==> config.mk <==
export PLATFORM = sky130hd
export DESIGN_NAME = htif_responder
export DESIGN_NICKNAME = d
export VERILOG_FILES = /design/src/rtl/htif_responder.sv
export SDC_FILE = /design/constraint.sdc
export NUM_CORES = 1
export LEC_CHECK = 0
export BUFFER_PORTS_ARGS = -buffer_cell sky130_fd_sc_hd__buf_2
export CELL_PAD_IN_SITES_DETAIL_PLACEMENT = 1
export CELL_PAD_IN_SITES_GLOBAL_PLACEMENT = 2
export CORE_MARGIN = 2
export CORE_UTILIZATION = 28
export DETAILED_ROUTE_END_ITERATION = 12
export GPL_TIMING_DRIVEN = 1
export PLACE_DENSITY = 0.77
export SLEW_MARGIN = 20
export SYNTH_ARGS = -nofsm -noshare
export SYNTH_HDL_FRONTEND = slang
export SYNTH_SLANG_ARGS = --single-unit
==> constraint.sdc <==
create_clock -name clk -period 1.9 [get_ports clk]
set_input_delay 0.285 -clock clk [delete_from_list [all_inputs] [get_ports clk]]
set_output_delay 0.285 -clock clk [all_outputs]
set_load 0.01 [all_outputs]
==> src/rtl/htif_responder.sv <==
// Host-side tohost/fromhost mailbox responder: captures a target request, forwards it to
// the host over valid/ready, and writes the host reply (or a timeout code) into fromhost.
module htif_responder #(
    parameter int unsigned RESP_TIMEOUT = 0,
    parameter logic [31:0] TIMEOUT_CODE = 32'hFFFF_FFFF
) (
    input  logic        clk,
    input  logic        reset,
    input  logic [31:0] tohost,
    input  logic [31:0] fromhost,
    output logic        tohost_clear,
    output logic        fromhost_wr,
    output logic [31:0] fromhost_data,
    output logic        host_req_valid,
    output logic [31:0] host_req_data,
    input  logic        host_req_ready,
    input  logic        host_resp_valid,
    input  logic [31:0] host_resp_data,
    output logic        host_resp_ready,
    output logic        busy,
    output logic [15:0] req_count
);

    localparam int unsigned DW = 32;
    localparam int unsigned CW = 16;
    localparam int unsigned TW = 32;

    typedef enum logic [2:0] {
        S_IDLE,
        S_REQ,
        S_WAIT_RESP,
        S_FH_WAIT,
        S_FH_WRITE
    } state_t;

    state_t          r_state;
    logic            r_tohost_clear;
    logic            r_fromhost_wr;
    logic [DW-1:0]   r_fromhost_data;
    logic            r_req_valid;
    logic [DW-1:0]   r_req_data;
    logic            r_resp_ready;
    logic            r_busy;
    logic [CW-1:0]   r_req_count;
    logic [TW-1:0]   r_tmo;

    state_t          w_state;
    logic            w_tohost_clear;
    logic            w_fromhost_wr;
    logic [DW-1:0]   w_fromhost_data;
    logic            w_req_valid;
    logic [DW-1:0]   w_req_data;
    logic            w_resp_ready;
    logic            w_busy;
    logic [CW-1:0]   w_req_count;
    logic [TW-1:0]   w_tmo;
    logic            w_tmo_hit;

    // Next-state and next-output logic; every output is the registered copy of its w_ value.
    always_comb begin
        w_state         = r_state;
        w_tohost_clear  = 1'b0;
        w_fromhost_wr   = 1'b0;
        w_fromhost_data = r_fromhost_data;
        w_req_valid     = r_req_valid;
        w_req_data      = r_req_data;
        w_resp_ready    = r_resp_ready;
        w_req_count     = r_req_count;
        w_tmo           = r_tmo;
        w_tmo_hit       = (RESP_TIMEOUT != 0) && (r_tmo == TW'(RESP_TIMEOUT - 1));

        case (r_state)
            S_IDLE: begin
                if (tohost != '0) begin
                    w_req_data     = tohost;
                    w_req_valid    = 1'b1;
                    w_tohost_clear = 1'b1;
                    w_state        = S_REQ;
                end
            end
            S_REQ: begin
                if (r_req_valid && host_req_ready) begin
                    w_req_valid  = 1'b0;
                    w_req_count  = r_req_count + CW'(1);
                    w_tmo        = '0;
                    w_resp_ready = 1'b1;
                    w_state      = S_WAIT_RESP;
                end
            end
            S_WAIT_RESP: begin
                // A response on the expiry cycle beats the timeout.
                if (host_resp_valid && r_resp_ready) begin
                    w_fromhost_data = host_resp_data;
                    w_resp_ready    = 1'b0;
                    w_state         = S_FH_WAIT;
                end else if (w_tmo_hit) begin
                    w_fromhost_data = TIMEOUT_CODE;
                    w_resp_ready    = 1'b0;
                    w_state         = S_FH_WAIT;
                end else if (RESP_TIMEOUT != 0) begin
                    w_tmo = r_tmo + TW'(1);
                end
            end
            S_FH_WAIT: begin
                if (fromhost == '0) begin
                    w_fromhost_wr = 1'b1;
                    w_state       = S_FH_WRITE;
                end
            end
            S_FH_WRITE: begin
                w_state = S_IDLE;
            end
            default: begin
                w_state = S_IDLE;
            end
        endcase

        w_busy = (w_state != S_IDLE);
    end

    always_ff @(posedge clk or negedge reset) begin
        if (!reset) begin
            r_state         <= S_IDLE;
            r_tohost_clear  <= 1'b0;
            r_fromhost_wr   <= 1'b0;
            r_fromhost_data <= '0;
            r_req_valid     <= 1'b0;
            r_req_data      <= '0;
            r_resp_ready    <= 1'b0;
            r_busy          <= 1'b0;
            r_req_count     <= '0;
            r_tmo           <= '0;
        end else begin
            r_state         <= w_state;
            r_tohost_clear  <= w_tohost_clear;
            r_fromhost_wr   <= w_fromhost_wr;
            r_fromhost_data <= w_fromhost_data;
            r_req_valid     <= w_req_valid;
            r_req_data      <= w_req_data;
            r_resp_ready    <= w_resp_ready;
            r_busy          <= w_busy;
            r_req_count     <= w_req_count;
            r_tmo           <= w_tmo;
        end
    end

    assign tohost_clear    = r_tohost_clear;
    assign fromhost_wr     = r_fromhost_wr;
    assign fromhost_data   = r_fromhost_data;
    assign host_req_valid  = r_req_valid;
    assign host_req_data   = r_req_data;
    assign host_resp_ready = r_resp_ready;
    assign busy            = r_busy;
    assign req_count       = r_req_count;

endmodule

==> results.py, run 1 <==
metrics = {
    "outcome": {
        "status": "completed",
    },
    "setup_path": {
        "end_kind": "register",
        "reg2reg_depth": 4,
        "r2r_slack_ns": 0.23,
        "worstPathRequired_ns": 2.12,
        "arrival_ns": 1.89,
        "startpoint_type": "register",
        "startpoint": "r_state[2]$_DFF_PN0_",
        "worstReg2RegStart": "r_state[2]$_DFF_PN0_",
        "crit_type": "register to register",
        "crit_path_end": "req_count[11]$_DFFE_PN0P_",
        "worstPathMaxFanout": 7,
        "worst_r2r_endpoint": "req_count[11]$_DFFE_PN0P_",
    },
    "grt": {
        "grt_pass1_wl_mm": 15.2,
        "antenna_found_initial": 0,
        "grt_pass1_vias": 2938,
        "grt_max_degree": 46,
        "grt_usage": 0.139,
        "grt_overflow": 0,
    },
    "power_and_ir_drop": {
        "combinationalPowerShare": 0.194,
        "clkPwrFrac": 0.328,
        "p_sw_uw": 1230,
        "p_total_uw": 4790,
        "switching_share": 0.258,
        "cellInternalPower_uw": 3560,
        "p_per_area_nw_per_um2": 945,
        "ir_worst_vdd_mv": 0.383,
        "p_leak_uw": 0.00298,
        "sequentialPowerShare": 0.478,
    },
    "flow_run": {
        "maxCapViolations": 0,
    },
    "detailed_routing": {
        "first_pass_iters": 4,
        "drc": 0,
        "via_per_inst": 4.47,
        "drtIter0Drc": 91,
        "wire_per_inst_um": 15.4,
        "num_vias": 2778,
        "wl_mm": 9.54,
        "ant_nets": 0,
    },
    "synth": {
        "synth_edf_count": 0,
        "syn_nets": 351,
        "synthXorXnorAreaFrac": 0.0362,
        "yosysWarnings": 0,
        "synth.most_common_cell": "dfrtp_1",
        "syn_inst": 250,
        "avgSynthCellArea_sq_um": 14.5,
        "muxShareOfSynthArea": 0.219,
        "synth_cell_types": 28,
        "synth_top_family_by_area": "multiplexers",
        "ys_async_sr_fraction": 1.00,
        "ys.flop_type": "dfrtp_1",
        "yosysTopAreaCell": "dfrtp_1",
        "yosys-top-cells-area": "dfrtp_1, mux2_1, mux2_4",
        "synthTopCellsByCount": "dfrtp_1, mux2_1, mux2_4, nor4_1",
        "syn-cell-area_sq_um": 3630,
        "yosysTopAreaCellShare": 0.607,
        "synth_adder_area_share": 0.00345,
        "synth_seq_cells": 88,
        "seq_area_frac_synth": 0.607,
        "synth-compound-area-share": 0.0103,
        "yosys.area_share.simple": 0.103,
    },
    "floorplanning": {
        "dieArea_sq_um": 13900,
        "fp-row-count": 41,
        "die_h_um": 118,
        "ios": 185,
        "die_w_um": 118,
        "fp.coreArea_sq_um": 12600,
        "initial_core_util": 0.287,
    },
    "clock_tree": {
        "htreeDepth": 3,
        "clockBufferDepth": 2,
        "ctsRootBufferMaster": "clkbuf_16",
        "cts_tree": "built",
        "worstSkewPairLatency_ns": 0.34,
        "clk_pin_slew_worst_paths_ns": 0.06,
        "numCtsBuffers": 9,
        "clock_sinks": 88,
    },
    "place": {
        "place.port_buffers": 184,
        "hpwl_mm": 7.38,
        "dp_slack_ns": -0.0337,
        "gp_routability_congestion": 0.708,
        "placed_cells_incl_taps": 606,
    },
    "min_path": {
        "hp-class": "input pin to register",
    },
    "finish": {
        "finalNonFillerCells": 621,
        "fillers": 1443,
        "drive_gt1_frac": 0.506,
        "finalNetCount": 547,
        "n_antenna_cell": 0,
        "area_delta_synth_final_pct": 39.9,
    },
    "sta": {
        "period_share": 0.878,
        "fin_worst_skew_ns": 0.00500,
        "worst_pin_slew_ns": 0.492,
        "max_freq_ghz": 0.599,
        "period_needed_ns": 1.67,
        "slew_headroom": 0.672,
        "fin_ws_ns": 0.232,
        "finalHoldViolCount": 0,
        "slew_violations": 0,
        "finalSetupViolations": 0,
        "grt_setup_unrepaired": "no",
    },
}
## kinds of logic after synthesis
group	after synthesis
adders and majority gates	1
muxes	64
xor gates and xnor gates	15
buffers and inverters	12
and+or+nand+nor	66
DFF	88
AOI/OAI and AO/OA	4
## metal layers
| metal | wire, um | track usage | share of wire | vias up |
|---|---|---|---|---|
| met4 | 217 | 0.0617 | 0.023 | 0 |
| met3 | 579 | 0.0436 | 0.061 | 13 |
| met1 | 3880 | 0.163 | 0.41 | 1371 |
| li1 | - | - | - | 1294 |
| met5 | 0 | 0 | 0 | - |
| met2 | 4860 | 0.233 | 0.51 | 100 |
## cell usage in the layout (no fill, tap or decap), types with 2 or more instances in the layout
cell type | Yosys | layout
xnor2_1 | 13 | 13
buf_4 | 0 | 7
nor3_1 | 3 | 3
nand4_1 | 9 | 9
inv_1 | 2 | 2
mux2_1 | 44 | 44
clkbuf_1 | 2 | 3
nand2_1 | 13 | 13
dfrtp_1 | 88 | 88
buf_12 | 0 | 3
xor2_1 | 2 | 2
mux2_4 | 20 | 20
clkbuf_16 | 0 | 9
nor2_1 | 5 | 5
nor4_1 | 16 | 16
and3_1 | 6 | 6
nor2b_1 | 2 | 2
nand3_1 | 6 | 6
and2_1 | 2 | 2
buf_2 | 4 | 183
## worst min path at each step
stage | from | end | slack, ns | cells after the start
floorplan | reset | busy$_DFF_PN0_ | -0.01 | 0
global placement | reset | fromhost_data[10]$_DFFE_PN0P_ | 0.28 | 1
detailed placement | reset | fromhost_data[11]$_DFFE_PN0P_ | 0.29 | 1
CTS | host_resp_data[12] | fromhost_data[12]$_DFFE_PN0P_ | 0.14 | 2
global route | host_resp_data[26] | fromhost_data[26]$_DFFE_PN0P_ | 0.15 | 2
finish | host_resp_data[20] | fromhost_data[20]$_DFFE_PN0P_ | 0.16 | 2
## worst max-delay path, stage by stage (launching register included)
cell,delay (ns)
dfrtp_1,0.42
nor3b_2,0.37
and4bb_1,0.43
nand4_1,0.17
xnor2_1,0.16
## state kept, by name, indices dropped and copies added, names as in the netlist
| signal | cells |
|---|---|
| busy | 1 |
| fromhost_data | 32 |
| fromhost_wr | 1 |
| host_req_data | 32 |
| host_req_valid | 1 |
| host_resp_ready | 1 |
| r_state | 3 |
| req_count | 16 |
| tohost_clear | 1 |
## metrics by stage
stage                     instance area [sq um]   util  setup TNS [ns]  hold WS (ns)
final                                      5070  0.402               0         0.159
after detailed placement                   4810  0.381          -0.531         0.285
after global routing                       5070  0.402               0         0.149
after CTS                                  5070  0.402               0         0.142
after floorplan                            3630      -               0       -0.0106
after global placement                     4810  0.381           -1.01         0.280
## power by group through the flow
| stage | Clock [uW] | Combinational, uW | Sequential [uW] |
|---|---|---|---|
| after floorplan | 0 | 323 | 2430 |
| after global placement | 0 | 928 | 2320 |
| after detailed placement | 0 | 948 | 2320 |
| after CTS | 1650 | 954 | 2300 |
| after global routing | 1720 | 1010 | 2330 |
| final | 1570 | 929 | 2290 |
## cell type report
class	count	area, sq um	area share
multi-input combinational	150	1350	0.267
sequential	88	2200	0.434
timing repair buffer	194	1040	0.205
tap	172	215	0.0424
clock inverter	1	5.00	0.000986
inverter	3	11.3	0.00222
clock buffer	13	250	0.0493
## timing repair
action	CTS	global route
setup endpoints to repair	0	0
hold buffers	1	0
endpoints found under the hold margin	33	0
resized for setup	0	0
setup buffers	0	0
Note: power is estimated with default switching activity, not from simulation.
==> run 2: changes to the inputs <==
- ABC_AREA: not set -> 1
- CORE_UTILIZATION: 28 -> 25
- PLACE_DENSITY: 0.77 -> 0.78
==> run 2 against run 1 <==
  * Sequential cell count did not move
  * Total power grew 4.6%
  * Final area grew 3.7%
  * Worst hold slack worse by 0.011 ns
  * Combinational power is 3.9% lower
  * Setup slack gained 0.074 ns
  * Sequential power about the same
==> results.py, run 2 <==
metrics = {
    "synth": {
        "seq_area_frac_synth": 0.576,
        "yosysWarnings": 0,
        "ys.flop_type": "dfrtp_1",
        "avgSynthCellArea_sq_um": 8.33,
        "syn-cell-area_sq_um": 3820,
        "syn_inst": 459,
        "synth_cell_types": 22,
        "synthTopCellsByCount": "nand2_1, dfrtp_1, nor2_1, inv_1",
        "synth_seq_cells": 88,
        "synth.most_common_cell": "nand2_1",
        "synth_edf_count": 0,
        "ys_async_sr_fraction": 1.00,
        "yosysTopAreaCell": "dfrtp_1",
        "syn_nets": 560,
        "yosysTopAreaCellShare": 0.576,
        "yosys-top-cells-area": "dfrtp_1, nand2_1, nor2_1",
    },
    "clock_tree": {
        "htreeDepth": 3,
        "cts_tree": "built",
        "clk_pin_slew_worst_paths_ns": 0.06,
        "clock_sinks": 88,
        "clockBufferDepth": 2,
        "cts_resized": 0,
        "worstSkewPairLatency_ns": 0.34,
        "numCtsBuffers": 9,
        "ctsRootBufferMaster": "clkbuf_16",
    },
    "setup_path": {
        "crit_path_frequent_cell": "nand3_1",
        "reg2reg_depth": 6,
        "crit_path_max_incr_delay_ns": 0.43,
        "r2r_slack_ns": 0.31,
        "cp_cell_sequence": "ha_1 > nand3_1 > nor2_1 > nand3_1 > nand3b_1 > xor2_1",
        "worstPathMaxFanout": 5,
        "worstPathRequired_ns": 2.13,
        "critical-path-top-delay-family": "simple AND/OR/NAND/NOR gates",
        "arrival_ns": 1.82,
        "startpoint_type": "register",
        "end_kind": "register",
        "worstReg2RegStart": "req_count[0]$_DFFE_PN0P_",
        "critPathSlowestCell": "dfrtp_1",
        "worst_r2r_endpoint": "req_count[14]$_DFFE_PN0P_",
        "crit_type": "register to register",
        "critPathBufInv": 0,
    },
    "min_path": {
        "hold_depth": 3,
        "min_to": "fromhost_data[27]$_DFFE_PN0P_",
        "hp-class": "input pin to register",
        "hp-start": "host_resp_data[27]",
    },
    "detailed_routing": {
        "wire_per_inst_um": 13.8,
        "drc": 0,
        "first_pass_iters": 5,
        "num_vias": 3643,
        "ant_nets": 0,
        "drtIter0Drc": 114,
        "via_per_inst": 4.32,
        "wl_mm": 11.7,
    },
    "sta": {
        "finalHoldViolCount": 0,
        "grt_setup_unrepaired": "no",
        "slew_violations": 0,
        "period_share": 0.839,
        "max_freq_ghz": 0.627,
        "finalSetupViolations": 0,
        "worst_pin_slew_ns": 0.576,
        "fin_worst_skew_ns": 0.00599,
        "period_needed_ns": 1.59,
        "slew_headroom": 0.615,
        "setup_tns_ns": 0,
    },
    "floorplanning": {
        "ios": 185,
        "fp.coreArea_sq_um": 15100,
        "die_h_um": 128,
        "dieArea_sq_um": 16300,
        "fp-row-count": 45,
        "die_w_um": 128,
        "initial_core_util": 0.253,
    },
    "place": {
        "place.port_buffers": 184,
        "gp_routability_congestion": 0.790,
        "hpwl_mm": 9.04,
    },
    "power_and_ir_drop": {
        "p_per_area_nw_per_um2": 953,
        "p_leak_uw": 0.00316,
        "ir_worst_vdd_mv": 0.410,
    },
    "outcome": {
        "status": "completed",
    },
    "finish": {
        "final_cell_mix": "nand2_1, buf_2, dfrtp_1, nor2_1, inv_1",
        "finish.utilization": 0.349,
        "layout_commonest_cell": "nand2_1",
        "drive_gt1_frac": 0.336,
        "n_antenna_cell": 0,
        "area_delta_synth_final_pct": 37.6,
        "finalNetCount": 751,
    },
    "grt": {
        "grt_pass1_vias": 3751,
        "grt_max_degree": 40,
        "grt_overflow": 0,
        "grt_usage": 0.146,
        "grt_pass1_wl_mm": 18.9,
        "antenna_found_initial": 0,
    },
    "flow_run": {
        "maxCapViolations": 0,
    },
}
[run 2: cell types whose count changed after synthesis, sizes merged, moves of 5 or more]
cell | before | now
buf | 7 | 13
nor3 | 3 | 8
nor2 | 5 | 56
nor4 | 16 | 0
nand2 | 13 | 240
and3 | 6 | 0
inv | 3 | 19
xnor2 | 13 | 5
mux2 | 64 | 0
[run 2: layer usage]
metal / up-vias / GRT usage / part of all wire / wire, um
li1: 1786 / - / - / -
met2: 107 / 0.249 / 0.49 / 5670
met5: - / 0 / 0 / 0
met1: 1738 / 0.181 / 0.45 / 5190
met3: 12 / 0.0301 / 0.052 / 603
met4: 0 / 0.0621 / 0.017 / 193
[run 2: area by class of cell]
| class | instances | area, sq um |
|---|---|---|
| Tap cell | 188 | 235 |
| Fill cell | 1914 | 9830 |
| Sequential cell | 88 | 2200 |
| Timing Repair Buffer | 193 | 1010 |
| Clock buffer | 11 | 253 |
| Multi-Input combinational cell | 339 | 1440 |
| Clock inverter | 5 | 55.1 |
| Inverter | 19 | 71.3 |
[run 2: worst max-delay path by stage]
stage	from	end	depth (start not counted)
5_1_grt	req_count[0]$_DFFE_PN0P_	req_count[10]$_DFFE_PN0P_	7
3_3_place_gp	req_count[0]$_DFFE_PN0P_	req_count[14]$_DFFE_PN0P_	6
3_5_place_dp	req_count[0]$_DFFE_PN0P_	req_count[14]$_DFFE_PN0P_	6
4_1_cts	req_count[0]$_DFFE_PN0P_	req_count[14]$_DFFE_PN0P_	6
6_report	req_count[0]$_DFFE_PN0P_	req_count[14]$_DFFE_PN0P_	6
2_1_floorplan	req_count[0]$_DFFE_PN0P_	req_count[14]$_DFFE_PN0P_	6
[run 2: worst reg2reg max path, cell delays in order (launching register included)]
cell,delay [ns]
dfrtp_1,0.43
ha_1,0.19
nand3_1,0.10
nor2_1,0.23
nand3_1,0.17
nand3b_1,0.21
xor2_1,0.15
[run 2: cells by family (layout without fill, tap and decap cells)]
group,after synthesis,after routing,synth area share
fa+ha+maj,1,1,0.00327
compound gates,7,7,0.0105
simple gates,320,320,0.337
xor+xnor,11,11,0.0252
flops,88,88,0.576
buf+inv,32,228,0.0481
[run 2: what timing repair did]
action / CTS / global route
endpoints found under the hold margin: 20 / 0
hold buffers: 1 / 0
buffers inserted: 0 / 0
[run 2: per-stage QoR]
stage                     setup WS [ns]  std cells  hold slack [ns]  total power (uW)  cell area, sq um
final                             0.306        843            0.148              5020              5260
after global routing              0.102        843            0.139              5310              5260
after CTS                         0.269        843            0.128              5130              5260
after detailed placement          0.309        826            0.207              3250              4940
after global placement            0.323        826            0.202              3220              4940
after floorplan                   0.496        459          -0.0106              2700              3820
[run 2: report_power, final]
part,total [uW],switching [uW],internal [uW]
Combinational,893,498,395
Sequential,2300,152,2150
Clock,1820,732,1090
Total,5020,1380,3630
==> run 3: changes to the inputs <==
- clock period: 1.9 -> 1.57 ns (I/O delays scaled with it)
==> run 3 against run 2 <==
  * Clock power up 37%
  * Die area stayed put
  * Via count is 1.1% higher
  * Setup slack worse by 0.20 ns
  * Critical path type unchanged
  * Critical endpoint is now req_count[12]$_DFFE_PN0P_
  * Largest cell class unchanged
==> results.py, run 3 (synthesis gave the netlist of run 2 again) <==
metrics = {
    "finish": {
        "n_antenna_cell": 0,
        "area_delta_synth_final_pct": 40.6,
        "fillers": 1858,
        "drive_gt1_frac": 0.347,
        "finalNetCount": 758,
        "final_cell_mix": "nand2_1, buf_2, dfrtp_1, nor2_1, inv_1",
        "layout_commonest_cell": "nand2_1",
        "finalNonFillerCells": 850,
    },
    "clock_tree": {
        "ctsRootBufferMaster": "clkbuf_16",
        "clk_pin_slew_worst_paths_ns": 0.07,
        "clock_sinks": 88,
        "clockBufferDepth": 2,
        "cts_tree": "built",
        "numCtsBuffers": 9,
        "htreeDepth": 3,
        "worstSkewPairLatency_ns": 0.34,
    },
    "grt": {
        "grt_pass1_wl_mm": 19.1,
        "grt_pass1_vias": 3887,
        "grt_overflow": 0,
        "grt_max_degree": 43,
        "grt_usage": 0.148,
        "antenna_found_initial": 0,
    },
    "power_and_ir_drop": {
        "ir_worst_vdd_mv": 0.439,
        "p_per_area_nw_per_um2": 1180,
        "p_leak_uw": 0.00321,
    },
    "setup_path": {
        "worstPathRequired_ns": 1.86,
        "crit_type": "register to register",
        "arrival_ns": 1.75,
        "worst_r2r_endpoint": "req_count[12]$_DFFE_PN0P_",
        "worstPathMaxFanout": 7,
        "r2r_slack_ns": 0.10,
        "startpoint_type": "register",
        "end_kind": "register",
        "worstReg2RegStart": "r_state[1]$_DFF_PN0_",
        "reg2reg_depth": 8,
    },
    "place": {
        "place.port_buffers": 184,
        "placed_cells_incl_taps": 830,
        "gp_routability_congestion": 0.764,
        "hpwl_mm": 9.08,
    },
    "floorplanning": {
        "dieArea_sq_um": 16300,
        "fp.coreArea_sq_um": 15100,
        "fp-row-count": 45,
        "initial_core_util": 0.253,
        "die_h_um": 128,
        "die_w_um": 128,
        "ios": 185,
    },
    "flow_run": {
        "maxCapViolations": 0,
    },
    "detailed_routing": {
        "wl_mm": 11.7,
        "wire_per_inst_um": 13.7,
        "drtIter0Drc": 124,
        "first_pass_iters": 4,
        "drc": 0,
        "ant_nets": 0,
        "num_vias": 3684,
        "via_per_inst": 4.33,
    },
    "sta": {
        "fin_worst_skew_ns": 0.00847,
        "setup_tns_ns": 0,
        "period_needed_ns": 1.47,
        "worst_pin_slew_ns": 0.386,
        "max_freq_ghz": 0.682,
        "finalHoldViolCount": 0,
        "period_share": 0.934,
        "slew_headroom": 0.740,
        "slew_violations": 0,
        "finalSetupViolations": 0,
    },
    "min_path": {
        "min_to": "fromhost_data[21]$_DFFE_PN0P_",
        "hp-class": "input pin to register",
        "hp-start": "host_resp_data[21]",
        "hold_depth": 3,
    },
    "outcome": {
        "status": "completed",
    },
}
[run 3: timing repair]
item,in CTS,in global routing
gates resized for setup,0,10
endpoints found under the setup margin,0,68
setup buffers,0,3
hold endpoints to repair,19,0
hold buffers,1,0
[run 3: area by class of cell]
type / count / area, sq um / share of cell area
tap: 188 / 235 / 0.0438
clock buffer: 9 / 225 / 0.0419
sequential: 88 / 2200 / 0.410
timing repair buffer: 200 / 1060 / 0.198
inverter: 19 / 76.3 / 0.0142
clock inverter: 7 / 120 / 0.0223
multi-input combinational: 339 / 1460 / 0.271
[run 3: critical path, cell delays in order, from the launching register on]
cell	delay [ns]
dfrtp_1	0.42
nor2_4	0.15
nand2_2	0.07
nor2_4	0.22
nand4_1	0.16
buf_4	0.18
nor3_4	0.09
nor2_1	0.06
inv_1	0.04
[run 3: worst max path at each step]
stage	end	startpoint	depth (start not counted)	slack, ns
floorplan	req_count[14]$_DFFE_PN0P_	req_count[0]$_DFFE_PN0P_	6	0.17
global placement	host_resp_ready$_DFFE_PN0P_	r_state[2]$_DFF_PN0_	6	0.08
detailed placement	host_req_data[3]$_DFFE_PN0P_	tohost[1]	9	0.04
CTS	fromhost_data[1]$_DFFE_PN0P_	r_state[2]$_DFF_PN0_	7	0.03
global route	req_count[12]$_DFFE_PN0P_	r_state[1]$_DFF_PN0_	8	-0.007
finish	req_count[12]$_DFFE_PN0P_	r_state[1]$_DFF_PN0_	8	0.10
[run 3: layer usage]
layer / part of all wire / global-route usage / routed length, um
met1: 0.43 / 0.181 / 5020
met2: 0.49 / 0.251 / 5710
met3: 0.054 / 0.0288 / 635
met4: 0.027 / 0.0692 / 310
met5: 0 / 0 / 0
[run 3: report_power, final]
part	internal [uW]	leakage [uW]	switching, uW	total, uW
Combinational	476	0.00186	601	1080
Sequential	2600	0.00119	184	2790
Clock	1560	0.000166	931	2490
[run 3: through the flow]
stage	hold WS, ns	instance area, sq um	utilization	power [uW]	setup slack [ns]
floorplan	-0.0601	3820	-	3260	0.166
global placement	0.149	4970	0.330	3900	0.0753
detailed placement	0.150	4970	0.330	3940	0.0422
CTS	0.0830	5330	0.353	6470	0.0284
global route	0.104	5380	0.356	6650	-0.00688
finish	0.0969	5380	0.356	6350	0.103
